### src/rtl/alu_guard_sequencer_pkg.sv
// rtl/alu_guard_sequencer_pkg.sv - shared opcodes, FSM states and width default for the ALU guard sequencer
package alu_guard_sequencer_pkg;

    localparam int WIDTH_DEFAULT = 4;

    localparam logic [1:0] OP_ADD = 2'b00;
    localparam logic [1:0] OP_SUB = 2'b01;
    localparam logic [1:0] OP_AND = 2'b10;
    localparam logic [1:0] OP_XOR = 2'b11;

    typedef enum logic [2:0] {
        ST_IDLE,
        ST_ISSUE,
        ST_CHECK,
        ST_RESPOND,
        ST_LOCKOUT
    } state_t;

endpackage

### src/rtl/alu_golden_model.sv
// rtl/alu_golden_model.sv - combinational reference result for the protected ALU
module alu_golden_model
    import alu_guard_sequencer_pkg::*;
#(
    parameter int WIDTH = WIDTH_DEFAULT
) (
    input  logic [WIDTH-1:0] a,
    input  logic [WIDTH-1:0] b,
    input  logic [1:0]       op,
    output logic [WIDTH-1:0] result
);

    always_comb begin
        result = '0;
        case (op)
            OP_ADD:  result = a + b;
            OP_SUB:  result = a - b;
            OP_AND:  result = a & b;
            OP_XOR:  result = a ^ b;
            default: result = '0;
        endcase
    end

endmodule

### src/rtl/alu_guard_sequencer.sv
// rtl/alu_guard_sequencer.sv - issues requests to the ALU, checks against golden, retries and substitutes
module alu_guard_sequencer
    import alu_guard_sequencer_pkg::*;
#(
    parameter int WIDTH          = WIDTH_DEFAULT,
    parameter int MAX_RETRY      = 2,
    parameter int LOCKOUT_CYCLES = 8,
    parameter int CNT_W          = 8
) (
    input  logic             clk,
    input  logic             rst,
    input  logic             req_valid,
    output logic             req_ready,
    input  logic [WIDTH-1:0] req_a,
    input  logic [WIDTH-1:0] req_b,
    input  logic [1:0]       req_op,
    output logic [WIDTH-1:0] alu_a,
    output logic [WIDTH-1:0] alu_b,
    output logic [1:0]       alu_opcode,
    input  logic [WIDTH-1:0] alu_result,
    input  logic             alu_alarm,
    output logic             rsp_valid,
    input  logic             rsp_ready,
    output logic [WIDTH-1:0] rsp_result,
    output logic             rsp_error,
    output logic [1:0]       rsp_retries,
    output logic             lockout,
    output logic [CNT_W-1:0] mismatch_count,
    output logic [CNT_W-1:0] false_alarm_count
);

    localparam int         LCK_W   = (LOCKOUT_CYCLES > 1) ? $clog2(LOCKOUT_CYCLES) : 1;
    localparam logic [1:0] MAX_R   = 2'(MAX_RETRY);
    localparam logic [LCK_W-1:0] LCK_LOAD = LCK_W'(LOCKOUT_CYCLES - 1);

    state_t             state, state_nxt;
    logic [WIDTH-1:0]   a_q, b_q;
    logic [1:0]         op_q;
    logic [1:0]         retry_q;
    logic [LCK_W-1:0]   lock_cnt;
    logic [WIDTH-1:0]   golden;
    logic               mismatch;

    // Latched operands feed the ALU directly so they hold steady across retries.
    assign alu_a       = a_q;
    assign alu_b       = b_q;
    assign alu_opcode  = op_q;
    assign rsp_retries = retry_q;

    alu_golden_model #(.WIDTH(WIDTH)) u_golden (
        .a      (a_q),
        .b      (b_q),
        .op     (op_q),
        .result (golden)
    );

    assign mismatch = (alu_result != golden);

    always_ff @(posedge clk) begin
        if (rst) begin
            state <= ST_IDLE;
        end else begin
            state <= state_nxt;
        end
    end

    always_comb begin
        state_nxt = state;
        case (state)
            ST_IDLE:    if (req_valid) state_nxt = ST_ISSUE;
            ST_ISSUE:   state_nxt = ST_CHECK;
            ST_CHECK:   state_nxt = (mismatch && (retry_q < MAX_R)) ? ST_ISSUE : ST_RESPOND;
            ST_RESPOND: if (rsp_ready) state_nxt = rsp_error ? ST_LOCKOUT : ST_IDLE;
            ST_LOCKOUT: if (lock_cnt == '0) state_nxt = ST_IDLE;
            default:    state_nxt = ST_IDLE;
        endcase
    end

    always_comb begin
        req_ready = (state == ST_IDLE);
        rsp_valid = (state == ST_RESPOND);
        lockout   = (state == ST_LOCKOUT);
    end

    always_ff @(posedge clk) begin
        if (rst) begin
            a_q               <= '0;
            b_q               <= '0;
            op_q              <= '0;
            retry_q           <= '0;
            rsp_result        <= '0;
            rsp_error         <= 1'b0;
            mismatch_count    <= '0;
            false_alarm_count <= '0;
            lock_cnt          <= '0;
        end else begin
            case (state)
                ST_IDLE: begin
                    if (req_valid) begin
                        a_q     <= req_a;
                        b_q     <= req_b;
                        op_q    <= req_op;
                        retry_q <= '0;
                    end
                end
                ST_CHECK: begin
                    if (mismatch) begin
                        if (mismatch_count != '1) mismatch_count <= mismatch_count + 1'b1;
                        if (retry_q < MAX_R) begin
                            retry_q <= retry_q + 2'd1;
                        end else begin
                            rsp_result <= golden;
                            rsp_error  <= 1'b1;
                        end
                    end else begin
                        rsp_result <= alu_result;
                        rsp_error  <= 1'b0;
                        // An alarm on a correct result is counted but never escalated.
                        if (alu_alarm && (false_alarm_count != '1))
                            false_alarm_count <= false_alarm_count + 1'b1;
                    end
                end
                ST_RESPOND: begin
                    if (rsp_ready && rsp_error) lock_cnt <= LCK_LOAD;
                end
                ST_LOCKOUT: begin
                    if (lock_cnt != '0) lock_cnt <= lock_cnt - 1'b1;
                end
                default: ;
            endcase
        end
    end

endmodule

### config.mk
export PLATFORM = sky130hd
export DESIGN_NAME = alu_guard_sequencer
export DESIGN_NICKNAME = d
export VERILOG_FILES = /design/src/rtl/alu_guard_sequencer_pkg.sv /design/src/rtl/alu_golden_model.sv /design/src/rtl/alu_guard_sequencer.sv
export SDC_FILE = /design/constraint.sdc
export NUM_CORES = 1
export LEC_CHECK = 0
export CAP_MARGIN = 5
export CORE_MARGIN = 2
export CORE_UTILIZATION = 33
export DETAILED_ROUTE_END_ITERATION = 8
export PLACE_DENSITY = 0.62
export SETUP_SLACK_MARGIN = 0.5
export SLEW_MARGIN = 0
export SYNTH_ARGS = -nofsm -noshare
export SYNTH_HDL_FRONTEND = slang
export SYNTH_SLANG_ARGS = --single-unit
### constraint.sdc
create_clock -name clk -period 4.88 [get_ports clk]
set_input_delay 0.732 -clock clk [delete_from_list [all_inputs] [get_ports clk]]
set_output_delay 0.732 -clock clk [all_outputs]
set_load 0.05 [all_outputs]
# Word level (Yosys, flattened, before mapping)
# Cells that the tools add are included.
dict set report word_totals {
  ff_bits 39
  out_inout_bits 36
  elab_cells 72
}
dict set report op_classes {
  n_addsub 6
  magnitude_cmp 1
  n_eq_ne 18
  mux 18
  bitwise_logic 3
  n_reduce_logical 16
}
# op count
set op_table {}
lappend op_table {{3-bit 2-to-1 mux} 6}
lappend op_table {{8-bit by 1-bit adder with 8-bit output (second input constant)} 2}
lappend op_table {{8-bit inequality test (second input constant)} 2}
lappend op_table {{4-bit one-hot mux with 4 select lines} 1}
lappend op_table {{3-bit one-hot mux with 5 select lines} 1}
lappend op_table {{3-bit AND reduction} 4}
lappend op_table {{2-bit 2-to-1 mux} 4}
lappend op_table {{4-bit 2-to-1 mux} 2}
lappend op_table {{2-bit by 1-bit inequality test with 1-bit output (second input constant)} 4}
lappend op_table {{2-bit inequality test (second input constant)} 4}
lappend op_table {{3-bit by 2-bit equality test with 1-bit output (second input constant)} 2}
lappend op_table {{3-bit logical NOT} 2}
lappend op_table {{3-bit one-hot mux with 2 select lines} 1}
lappend op_table {{4-bit adder} 1}
lappend op_table {{4-bit AND} 1}
lappend op_table {{2-bit equality test (second input constant)} 2}
lappend op_table {{4-bit inequality test} 1}
lappend op_table {{2-bit one-hot mux with 2 select lines} 1}
lappend op_table {{2-bit AND reduction} 2}
lappend op_table {{4-bit AND reduction} 1}
lappend op_table {{2-bit nonzero test} 2}
lappend op_table {{4-bit subtractor} 1}
lappend op_table {{4-bit XOR} 1}
lappend op_table {{3-bit by 1-bit equality test with 1-bit output (second input constant)} 1}
lappend op_table {{10 further kinds} 13}

# Logic depth before layout (Yosys ltp)
# Gate-level depths: netlist of the first run.
dict set report logic_depth {
  depth_word 6
  mapped_depth 14
  depth_no_buf 14
}

# Cells and area by module
# Synthesis of the first run repeated with hierarchy kept, for this count alone.
dict set report hier_totals {
  hier_cells 255
  area_unflattened_um2 2170.8
}
# module instances cells_per_inst area_each_um2
set by_module_without_submodules {}
lappend by_module_without_submodules {alu_guard_sequencer 1 216 1850.5}
lappend by_module_without_submodules {alu_golden_model 1 39 320.3}

# Least setup slack after synthesis of the first run
# Ideal clock, no wire load.
dict set report synth_timing {
  kind {reg2reg}
  from {register op_q[0], in the netlist alu_opcode[0]}
  to {register false_alarm_count[3]}
  setup_time_ns 0.071
  arrival_ns 3.467
  slack_ns 1.342
  path_stages_with_launch 14
  path_cell_list {dfxtp_1 > buf_6 > or2b_1 > o21ai_0 > inv_1 > ha_1 > nor2b_1 > o21a_1 > o211a_2 > o31ai_4 > xnor2_4 > nand3_4 > or4_1 > a21oi_1}
}
dict set report synth_between {
  elab_chain_len 5
  elab_cells_between_ends 8
  cone_classes {eq/ne: 4; mux: 1; bitwise: 1; reduce/logical: 2}
}
# element line_no
set synth_rtl {}
lappend synth_rtl {{from (decl)} alu_guard_sequencer.sv:38} ;# logic [1:0] op_q;
lappend synth_rtl {{from (signal assigned)} alu_guard_sequencer.sv:102} ;# op_q <= req_op;
lappend synth_rtl {{2-bit equality test, or another cell as far along} alu_golden_model.sv:15} ;# case (op)
lappend synth_rtl {{4-bit one-hot mux with 4 select lines (*)} alu_golden_model.sv:15}
lappend synth_rtl {{4-bit inequality test (*)} alu_guard_sequencer.sv:57} ;# assign mismatch = (alu_result != golden);
lappend synth_rtl {{1-bit NOT (no source line) (*)} --}
lappend synth_rtl {{3-bit AND reduction (no source line) (*)} --}
lappend synth_rtl {{to (signal assigned)} alu_guard_sequencer.sv:120} ;# false_alarm_count <= false_alarm_count + 1'b1;
lappend synth_rtl {{to (decl)} alu_guard_sequencer.sv:29} ;# output logic [CNT_W-1:0] false_alarm_count
# Mark *: on every way between the ends. The rest lies on a longest branch, timed or not.
# A chain may end at the register's enable or synchronous reset.

# Worst setup path after layout of the first run
dict set report layout_timing {
  from {register op_q[0], in the netlist alu_opcode[0]}
  to {register false_alarm_count[5]}
}
# Same word-level chain as after synthesis.

==> results of run 1 <==
## flip-flops by register name, indices dropped and copies added (netlist names)
name,cells
rsp_result,4
alu_a,4
rsp_retries,2
lock_cnt,3
rsp_error,1
false_alarm_count,8
alu_b,4
state,3
alu_opcode,2
mismatch_count,8
## worst register-to-register path, stage by stage, from the launching register on
cell	delay [ns]
dfxtp_1	0.52
or2b_1	0.28
o21ai_0	0.28
inv_1	0.08
ha_1	0.27
nor2b_1	0.13
o21a_1	0.19
o211a_2	0.26
o31ai_4	0.35
xnor2_4	0.22
nand3_4	0.17
or4_1	0.50
a21oi_1	0.14
## layout make-up
cell class,instances,area (um^2)
clock inverters,1,5.00
inverters,14,52.6
flip-flops and latches,39,781
clock buffers,7,76.3
multi-input cells,189,1280
well taps,77,96.3
repair buffers,55,548
fillers,625,3510
## Yosys cell counts (2+ instances only)
cell type  count  area share, %
dfxtp_1       39             36
nand2_1       34            5.9
nor2_1        26            4.5
a21oi_1       21            4.9
inv_1         14            2.4
ha_1          12            6.9
mux2i_1       10            4.6
nor3_1         9            2.1
xor2_1         9            3.6
clkbuf_1       8            1.4
xnor2_1        8            3.2
nand3_1        6            1.4
nor2b_1        5            1.4
o21ai_0        4           0.93
and2_1         3           0.87
and3_1         3           0.87
nand2b_1       3           0.87
nand4_1        3           0.87
nor3b_1        3            1.0
o31ai_1        3            1.0
or4_1          3            1.0
buf_6          2            1.0
mux2_1         2            1.0
## stage by stage
step / hold WS (ns) / instances
final: 0.467 / 382
after global routing: 0.498 / 382
after detailed placement: 0.459 / 374
after global placement: 0.453 / 374
after CTS: 0.475 / 382
after floorplan: 0.437 / 252
## cells by family after synthesis
group	share of synthesized area [%]
compound gates	12.8
xor+xnor	8.16
fa+ha+maj	7.87
buf+inv	4.86
flops	36.1
mux	5.67
simple gates	24.5
## how the worst max path moves through the flow
| stage | cells past startpoint | to | start |
|---|---|---|---|
| after global placement | 12 | false_alarm_count[5]$_SDFFE_PP0P_ | alu_opcode[0]$_SDFFE_PP0P_ |
| after global routing | 12 | false_alarm_count[5]$_SDFFE_PP0P_ | alu_opcode[0]$_SDFFE_PP0P_ |
| final | 12 | false_alarm_count[5]$_SDFFE_PP0P_ | alu_opcode[0]$_SDFFE_PP0P_ |
| after floorplan | 13 | false_alarm_count[3]$_SDFFE_PP0P_ | alu_opcode[0]$_SDFFE_PP0P_ |
| after detailed placement | 12 | false_alarm_count[5]$_SDFFE_PP0P_ | alu_opcode[0]$_SDFFE_PP0P_ |
| after CTS | 12 | false_alarm_count[3]$_SDFFE_PP0P_ | alu_opcode[0]$_SDFFE_PP0P_ |
## power by group
group          switching, uW  internal, uW  leakage [uW]  total (uW)
clock network            111           100     0.0000422         211
logic                    119          79.3      0.000651         198
registers               13.2           326      0.000316         339
## layer usage
metal  global-route usage, %  routed length [um]  up-vias
met5                       0                   0        -
met4                    4.76                  67        0
met3                    3.99                 225        6
met2                    23.0                2220       36
met1                    18.3                2450      832
li1                        -                   -      963
==> flow_summary_export.csv, run 1 <==
group,metric,value,unit
status,status,"finished clean",
run,max_cap_viol_count,0,
setup_path,r2r_start,"alu_opcode[0]$_SDFFE_PP0P_",
finish,final_cell_mix,"clkdlybuf4s50_1, dfxtp_1, nand2_1",
grt,globalRouteTotalUtil,14.2,%
setup_path,end_kind,"register",
setup_path,crit_fanout,9,
setup_path,cp-start-kind,"register",
hold_path,min_from,"lock_cnt[0]$_SDFFE_PP0P_",
clocking,clk_pin_slew,0.07,ns
timing,worst_slew_margin_rel,61.2,%
clocking,clk_path_buf_depth,2,
hold_path,hold_class,"register to register",
placed_design,io_buffer_count,54,
yosys,postSynthCellCount,252,
finish,fin_area,2840,um^2
setup_path,arrival,3.68,ns
clocking,clock_latency,0.29,ns
clocking,clock-sinks,39,
grt,grt_pass1_vias,1781,
yosys,syn_area_per_cell,8.58,um^2
hold_path,holdPathEnd,"lock_cnt[0]$_SDFFE_PP0P_",
route,wirelength,4970,um
floorplan,num_rows,29,
grt,grt_max_degree,42,
timing,setup_ws,1.43,ns
yosys,synth_seq_cells,39,
yosys,ys_seq_area_share,36.1,%
yosys,syn_nets,284,
timing,min_period_over_period,70.8,%
finish,layout_commonest_cell,"clkdlybuf4s50_1",
route,drt-initial-drc-count,101,
timing,worstMarginPinSlew,0.581,ns
floorplan,initial_core_util,34.1,%
clocking,cts_tree,"done",
yosys,synth_edf_count,0,
power,vdd_drop_max,0.125,mV
finish,antenna_cells,0,
route,wire_per_inst,13.0,um
setup_path,path_class,"register to register",
placed_design,hpwl,3570,um
setup_path,worstRegToRegCells,12,
finish,nets,336,
route,drt_first_pass_iters,4,
route,route.detailed.drc,0,
grt,grt_pass1_wl,8310,um
power,power_density,264,nW/um^2
finish,postLayoutCoreUtil,44.7,%
yosys,synthesis.area,2160,um^2
clocking,ctsResizeCount,0,
setup_path,critPathBufInv,1,
setup_path,cp.required,5.10,ns
clocking,cts_max_level,2,
setup_path,r2r_slack,1.43,ns
route,num_vias,1837,
yosys,synthFlopType,"dfxtp_1",
setup_path,crit_chain,"or2b_1, o21ai_0, inv_1, ha_1, nor2b_1, o21a_1, o211a_2, o31ai_4, xnor2_4, nand3_4, or4_1, a21oi_1",
floorplan,dieArea,7220,um^2
route,final_antenna_net_count,0,
finish,drive_gt1_share,5.57,%
timing,rsz0062_at_grt,"false",
clocking,cts_hold_buf,0,
timing,skew,0.00143,ns
clocking,cts_made_buffers,5,
route,via_per_inst,4.81,
placed_design,gp_congestion,0.807,
floorplan,die_x,85.0,um
timing,max_freq,290,MHz
setup_path,timing.rr.end,"false_alarm_count[5]$_SDFFE_PP0P_",
yosys,yosys_warnings,0,
placed_design,pre_cts_ws,1.43,ns
clocking,root_buffer,"clkbuf_8",
timing,period_minus_slack,3.45,ns
grt,antenna_found_initial,0,
yosys,ys_types,45,
timing,setup_tns,0,ns
timing,hold_viol,0,
floorplan,io_pins,55,
finish,syn2layout_area_growth,31.1,%
power,p_leak,0.00101,uW
timing,setup_viol,0,
setup_path,critPathMaxStageDelay,0.52,ns
setup_path,crit_slowest_cell,"dfxtp_1",
floorplan,die_h,85.0,um
hold_path,worstHoldPathCells,1,
yosys,synth_async_sr_flop_share,0,%
power,fin_total_pwr,748,uW
setup_path,cp_top_family,"compound AO/OA/AOI/OAI gates",
placed_design,place_area,2760,um^2
clocking,cts_setup_buffers,0,
grt,overflow,0,
floorplan,coreArea,6350,um^2
timing,finalMaxSlewViolations,0,
No activity file was read; power rests on OpenSTA's default activity.
==> run 2, diff against run 1 <==
- clock period: 4.88 -> 3.4 ns (I/O delays scaled with it)
==> flow_summary_export.csv, run 2 (synthesis results as in run 1) <==
group,metric,value,unit
status,status,"finished clean",
floorplan,initial_core_util,34.1,%
setup_path,crit_chain,"inv_4, ha_4, nand2_2, o21ai_2, inv_1, ha_1, nor2b_1, o21a_1, o211a_4, o31ai_4, xnor2_4, nand3_4, or4_4, a21oi_2",
power,p_int,891,uW
clocking,cts_hold_buf,0,
timing,worst_slew_margin_rel,65.2,%
route,drt_first_pass_iters,4,
floorplan,coreArea,6350,um^2
clocking,clk_path_buf_depth,2,
clocking,cts_tree,"done",
route,drt-initial-drc-count,66,
route,final_antenna_net_count,0,
timing,setup_ws,0.461,ns
hold_path,worstHoldPathCells,1,
timing,min_period_over_period,86.4,%
clocking,clock_latency,0.30,ns
setup_path,worstRegToRegCells,14,
setup_path,path_class,"register to register",
finish,antenna_cells,0,
finish,fin_cells,401,
grt,overflow,0,
finish,layout_commonest_cell,"clkdlybuf4s50_1",
clocking,root_buffer,"clkbuf_8",
timing,period_minus_slack,2.94,ns
placed_design,gp_congestion,0.770,
grt,globalRouteTotalUtil,15.3,%
route,via_per_inst,4.91,
clocking,clock-sinks,39,
floorplan,io_pins,55,
timing,hold_viol,0,
setup_path,critPathMaxStageDelay,0.50,ns
placed_design,hpwl,3570,um
floorplan,die_h,85.0,um
setup_path,crit_slowest_cell,"or4_4",
hold_path,holdPathEnd,"lock_cnt[0]$_SDFFE_PP0P_",
power,power_frac_comb,30.6,%
route,route.detailed.drc,0,
power,switching_share,30.8,%
timing,rsz0062_at_grt,"true",
clocking,cts_max_level,2,
finish,fillers,607,
grt,grt_busiest_layer,"met2",
timing,hold-worst-slack,0.469,ns
setup_path,r2r_slack,0.46,ns
route,num_vias,1968,
finish,drive_gt1_share,18.8,%
grt,met3_usage,3.60,%
floorplan,dieArea,7220,um^2
hold_path,hold_class,"register to register",
power,vdd_drop_max,0.221,mV
setup_path,crit_fanout,5,
placed_design,io_buffer_count,54,
timing,skew,0.00860,ns
hold_path,min_from,"lock_cnt[0]$_SDFFE_PP0P_",
grt,grt_pass1_vias,1939,
power,p_leak,0.00115,uW
power,power_density,411,nW/um^2
grt,grt_use_met1,20.9,%
run,max_cap_viol_count,0,
timing,max_freq,340,MHz
setup_path,cp.required,3.63,ns
timing,worstMarginPinSlew,0.520,ns
floorplan,die_x,85.0,um
setup_path,r2r_start,"alu_b[1]$_SDFFE_PP0P_",
placed_design,pre_cts_ws,0.264,ns
route,wire_per_inst,13.1,um
finish,reg.largest.list,"false_alarm_count x8, mismatch_count x8",
power,p_switching,397,uW
setup_path,arrival,3.17,ns
grt,met2_usage,24.4,%
power,clkPwrFrac,32.0,%
clocking,cts_made_buffers,5,
clocking,clk_pin_slew,0.09,ns
placed_design,dp_cells,377,
timing,finalMaxSlewViolations,0,
finish,syn2layout_area_growth,45.0,%
setup_path,cp-start-kind,"register",
timing,setup_tns,0,ns
route,wirelength,5250,um
grt,grt_pass1_wl,9110,um
setup_path,end_kind,"register",
finish,nets,355,
power,fin_total_pwr,1290,uW
grt,grt_max_degree,42,
floorplan,num_rows,29,
finish,final_cell_mix,"clkdlybuf4s50_1, dfxtp_1, nand2_1",
timing,setup_viol,0,
grt,antenna_found_initial,0,
power,power_frac_seq,37.4,%
setup_path,timing.rr.end,"false_alarm_count[7]$_SDFFE_PP0P_",
[run 2: final cells by class]
| cell class | instances | area [um^2] | area share, % |
|---|---|---|---|
| flip-flops and latches | 39 | 793 | 25.3 |
| clock inverters | 2 | 35.0 | 1.12 |
| multi-input cells | 189 | 1380 | 43.9 |
| clock buffers | 6 | 82.6 | 2.63 |
| inverters | 14 | 55.1 | 1.76 |
| repair buffers | 74 | 698 | 22.3 |
| well taps | 77 | 96.3 | 3.07 |
[run 2: how the worst max path moves through the flow]
stage                                     from  slack, ns  cells past startpoint                                 to
finish                   alu_b[1]$_SDFFE_PP0P_       0.46                     14  false_alarm_count[7]$_SDFFE_PP0P_
global route             alu_b[1]$_SDFFE_PP0P_       0.31                     14  false_alarm_count[7]$_SDFFE_PP0P_
CTS                 alu_opcode[0]$_SDFFE_PP0P_       0.38                     12  false_alarm_count[7]$_SDFFE_PP0P_
detailed placement       alu_b[1]$_SDFFE_PP0P_       0.26                     14  false_alarm_count[3]$_SDFFE_PP0P_
global placement    alu_opcode[0]$_SDFFE_PP0P_       0.33                     12  false_alarm_count[7]$_SDFFE_PP0P_
floorplan           alu_opcode[0]$_SDFFE_PP0P_       0.25                     13  false_alarm_count[3]$_SDFFE_PP0P_
[run 2: routing by layer]
| metal | share of wire, % | vias to the layer above |
|---|---|---|
| met4 | 0.65 | 0 |
| met1 | 47 | 914 |
| met5 | 0 | - |
| met3 | 4.9 | 5 |
| li1 | - | 1002 |
| met2 | 47 | 47 |
[run 2: repair_timing]
action                     4_1_cts  5_1_grt
buffers inserted                12        4
cloned                           0        0
gates resized for setup          6       18
setup endpoints to repair       11       24
pin swaps                        6       13
[run 2: stage by stage]
step / util, % / area [um^2]
floorplan: - / 2190
global placement: 44.1 / 2800
detailed placement: 44.1 / 2800
CTS: 47.8 / 3030
global route: 49.4 / 3140
finish: 49.4 / 3140
[run 2: critical path, delay by kind of cell, from the launching register on]
kind	cells	cell delay [ns]
AOI/OAI and AO/OA	5	0.91
and+or+nand+nor	4	0.79
buffers and inverters	2	0.10
adders and majority gates	2	0.51
DFF	1	0.37
xor gates and xnor gates	1	0.19
[run 2: power groups by stage]
stage	Combinational (uW)	Sequential (uW)	Clock, uW
global placement	297	494	0
detailed placement	298	495	0
CTS	358	481	420
floorplan	188	524	0
finish	394	482	413
global route	430	484	441
==> run 3, diff against run 2 <==
- CAP_MARGIN: 5 -> 10
==> results of run 3 <==
Final layout, timing and power as in run 2 (identical DEF).
